--- src/rtl/result_writeback.sv ---
// Drains rows of four 32-bit sums from the output buffer and writes them,
// lane by lane, to strided row addresses in data memory.
module result_writeback #(
   parameter int AW   = 32,
   parameter int MAXR = 16
) (
   input  logic          clk,
   input  logic          rst,
   input  logic          start,
   input  logic [AW-1:0] base_addr,
   input  logic [AW-1:0] row_stride,
   input  logic [4:0]    num_rows,
   input  logic          buf_empty,
   output logic          buf_rd_en,
   input  logic [127:0]  buf_data,
   output logic          mem_req,
   output logic [AW-1:0] mem_addr,
   output logic [31:0]   mem_wdata,
   input  logic          mem_ack,
   output logic          busy,
   output logic          done
);

   localparam int CW = $clog2(MAXR + 1);

   typedef enum logic [2:0] {IDLE, POP, CAPT, WR, DONE} state_t;

   state_t          state, state_nx;
   logic [AW-1:0]   row_addr;
   logic [AW-1:0]   row_stride_q;
   logic [4:0]      num_rows_q;
   logic [CW-1:0]   row_cnt;
   logic [CW-1:0]   row_cnt_nx;
   logic [1:0]      lane;
   logic [1:0]      lane_nx;
   logic [127:0]    row_reg;
   logic            wr_ack;

   assign row_cnt_nx = row_cnt + 1'b1;
   assign lane_nx    = lane + 2'd1;
   // ack only means something while a request is actually outstanding
   assign wr_ack     = (state == WR) && mem_req && mem_ack;

   always_ff @(posedge clk or posedge rst) begin
      if (rst) state <= IDLE;
      else     state <= state_nx;
   end

   always_comb begin
      state_nx = state;
      case (state)
         IDLE: if (start) state_nx = (num_rows == 5'd0) ? DONE : POP;
         POP:  if (!buf_empty) state_nx = CAPT;
         CAPT: state_nx = WR;
         WR:   if (wr_ack && lane == 2'd3)
                  state_nx = (5'(row_cnt_nx) == num_rows_q) ? DONE : POP;
         DONE: state_nx = IDLE;
         default: state_nx = IDLE;
      endcase
   end

   assign buf_rd_en = (state == POP) && !buf_empty;
   assign busy      = (state != IDLE);
   assign done      = (state == DONE);

   always_ff @(posedge clk or posedge rst) begin
      if (rst) begin
         row_addr     <= '0;
         row_stride_q <= '0;
         num_rows_q   <= '0;
         row_cnt      <= '0;
         lane         <= '0;
         row_reg      <= '0;
         mem_req      <= 1'b0;
         mem_addr     <= '0;
         mem_wdata    <= '0;
      end else begin
         case (state)
            IDLE: if (start) begin
               row_addr     <= base_addr;
               row_stride_q <= row_stride;
               num_rows_q   <= num_rows;
               row_cnt      <= '0;
               lane         <= '0;
            end
            CAPT: begin
               row_reg   <= buf_data;
               lane      <= '0;
               mem_req   <= 1'b1;
               mem_addr  <= row_addr;
               mem_wdata <= buf_data[31:0];
            end
            WR: if (wr_ack) begin
               if (lane != 2'd3) begin
                  // next lane's request is presented back-to-back
                  lane      <= lane_nx;
                  mem_addr  <= row_addr + {{(AW-4){1'b0}}, lane_nx, 2'b00};
                  mem_wdata <= row_reg[{lane_nx, 5'd0} +: 32];
               end else begin
                  mem_req  <= 1'b0;
                  row_cnt  <= row_cnt_nx;
                  row_addr <= row_addr + row_stride_q;
               end
            end
            default: ;
         endcase
      end
   end

endmodule

--- config.mk ---
export PLATFORM = sky130hd
export DESIGN_NAME = result_writeback
export DESIGN_NICKNAME = d
export VERILOG_FILES = /design/src/rtl/result_writeback.sv
export SDC_FILE = /design/constraint.sdc
export NUM_CORES = 1
export LEC_CHECK = 0
export CORE_UTILIZATION = 54
export CTS_BUF_LIST = sky130_fd_sc_hd__clkbuf_4
export CTS_CLUSTER_DIAMETER = 150
export DETAILED_ROUTE_END_ITERATION = 12
export PLACE_DENSITY = 0.88
export SETUP_SLACK_MARGIN = 0.4
export SLEW_MARGIN = 20
export SYNTH_ARGS = -nofsm -noshare
export SYNTH_HDL_FRONTEND = slang
export SYNTH_SLANG_ARGS = --single-unit
--- constraint.sdc ---
create_clock -name clk -period 13.4 [get_ports clk]
set_clock_uncertainty 0.05 [all_clocks]
set_input_delay 3.35 -clock clk [delete_from_list [all_inputs] [get_ports clk]]
set_output_delay 3.35 -clock clk [all_outputs]
set_load 0.03 [all_outputs]
==> metrics.cfg <==
[outcome]
outcome = finished, final reports clean

[timing]
slew_headroom = 0.354
timing.final.crit_share = 0.613
max_freq_mhz = 122
setup-tns-final_ns = 0
maxSlewViolCount = 0
rsz0062_at_grt = no
fin_crit_ns = 8.21
worstMarginPinSlew_ns = 0.969
setup_viol = 0
hold_viol_final = 0

[synth]
yosysWarnings = 0
ys.flop_type = dfrtp_1
synth_area_um2 = 13600
synth.top_cell.area_share = 0.500
ys_seq_elements = 272
syn_avg_cell_area_um2 = 11.2
netlist-cell-type-count = 63
syn_nets = 1454
synth_area_leaders = dfrtp_1 (50%), mux2_2 (14%), mux4_2 (5.3%)
syn_inst = 1215
ys_seq_area_frac = 0.500
async_flop_share = 1.00
synth_top_cell_by_area = dfrtp_1
synth_edf_count = 0

[clocking]
holdBufCountCts = 0
clockBufferDepth = 3
clk_latency_ns = 0.71
cts.repair.resized = 0
cts_setup_buffers = 0
root_buffer = clkbuf_4
cts_tree = yes
cts_inserted_buffers = 74
cts_sinks = 272
cts_max_level = 3
path_clk_slew_ns = 0.06

[layout]
final_cells = 1877
layout_common_cells = dfrtp_1 (271), clkdlybuf4s50_1 (269), mux2_2 (167)
largest_reg_flops = 128
layout_commonest_cell = dfrtp_1
area_growth_syn_to_layout_pct = 28.6
fillers = 1661
fin_nets = 1746
drive_gt1_frac = 0.226

[die]
die_x_um = 161
die_h_um = 161
start_util = 0.554
io_pins = 270
core_um2 = 24500
rows = 57
die_area_um2 = 25800

[critical_path]
path_class = input pin to primary output
critical_path_arrival_ns = 4.81
cp_data_required_time_ns = 10.00
worst-path-max-fanout = 3
cpPeakStageDelay_ns = 0.70
cp-start-kind = input pin
path_cells = clkdlybuf4s50_1 -> nand2b_1 -> nor3_1 -> clkdlybuf4s50_1
cp_slowest_cell = clkdlybuf4s50_1
crit_top_cell = clkdlybuf4s50_1
cp-end-kind = primary output

[grt]
grt_usage = 0.286
grt_pass1_wl_um = 57800
grt_pass1_vias = 11200
grt_max_degree = 132
antenna_found_initial = 2
grt_overflow = 0

[power]
power_leakage_nw = 7.38
vdd_drop_max_mv = 0.151
p_per_area_nw_per_um2 = 275

[min_path]
hp-class = flop to flop

[detailed_routing]
top_layer = met4
drc = 0
wl_met3_um = 3340
viasPerCell = 5.74
firstDrtPassIters = 7
wl_met1_um = 13400
ant_nets = 0
wl_per_cell_um = 19.0
drt_iter0_markers = 748
wl_met2_um = 18000
totalWireLength_um = 35700
vias = 10800

[placement]
hpwl_um = 24400
globalplace.congestion = 0.877
dp.cells = 1754
port_buffers = 269

[flow_run]
max-cap-violations = 0

==> final cells by class <==
| cell class | count | area [µm²] | area share |
|---|---|---|---|
| antenna | 1 | 2.50 | 0.000143 |
| clock buffer | 105 | 788 | 0.0451 |
| clock inverter | 16 | 111 | 0.00637 |
| inverter | 12 | 52.6 | 0.00300 |
| multi-input combinational | 865 | 6520 | 0.373 |
| sequential | 272 | 6810 | 0.389 |
| tap | 324 | 405 | 0.0232 |
| timing repair buffer | 282 | 2800 | 0.160 |
==> critical path: cells and delay by family <==
kind | cells | cell delay (ns)
buffers and inverters | 2 | 1.09
AND/OR/NAND/NOR | 2 | 0.36
==> logic make-up (layout without fill, tap and decap cells) <==
family / count (synthesis) / count (layout) / share of synthesized area
DFF: 272 / 272 / 0.500
other: 0 / 1 / 0
xor gates and xnor gates: 59 / 59 / 0.0380
AOI/OAI and AO/OA: 210 / 210 / 0.0959
muxes: 202 / 202 / 0.193
and+or+nand+nor: 357 / 357 / 0.115
buffers and inverters: 78 / 415 / 0.0224
adders and majority gates: 37 / 37 / 0.0351
==> layer usage <==
layer,GRT usage,up-vias
li1,-,4954
met1,0.334,5293
met2,0.493,458
met3,0.0943,74
met4,0.0986,0
met5,0,-
==> stage by stage <==
stage / util / area (µm²) / power, mW / setup slack, ns / hold WS, ns
2_1_floorplan: - / 13600 / 3.35 / 2.50 / 0.416
3_3_place_gp: 0.675 / 16600 / 3.94 / 5.21 / 0.429
3_5_place_dp: 0.675 / 16600 / 4.08 / 5.21 / 0.441
4_1_cts: 0.712 / 17500 / 4.83 / 5.20 / 0.454
5_1_grt: 0.713 / 17500 / 5.16 / 5.07 / 0.467
6_report: 0.713 / 17500 / 4.82 / 5.19 / 0.452
==> final timing paths <==
check	from	endpoint	slack, ns	depth (start not counted)
hold reg to reg	row_reg[77]	row_reg[77]	0.45	1
setup reg to reg	lane[0]	mem_addr[28]	9.93	10
min in group asynchronous	rst	mem_wdata[6]	3.24	2
max in group asynchronous	rst	lane[0]	8.47	3
setup / recovery	buf_empty	buf_rd_en	5.19	4
hold / removal	row_reg[77]	row_reg[77]	0.45	1
==> cell usage after synthesis, drive strengths merged, types with 7 or more instances <==
library cell / count
nand2: 147
clkbuf: 45
and3: 14
nor2: 121
nor2b: 7
ha: 35
xnor2: 27
o21a: 7
xor2: 32
a31oi: 47
mux2: 167
buf: 21
nand4: 8
inv: 12
nand2b: 8
o21ai: 37
nor3: 10
a21o: 12
mux4: 32
a21oi: 75
dfrtp: 272
nand3: 27
==> power breakdown <==
part / internal [mW] / switching [mW] / total (mW)
sequential: 1.24 / 0.299 / 1.54
combinational: 1.19 / 1.35 / 2.54
clock: 0.380 / 0.351 / 0.731
total: 2.81 / 2.00 / 4.82
(Power assumes the default switching activity.)
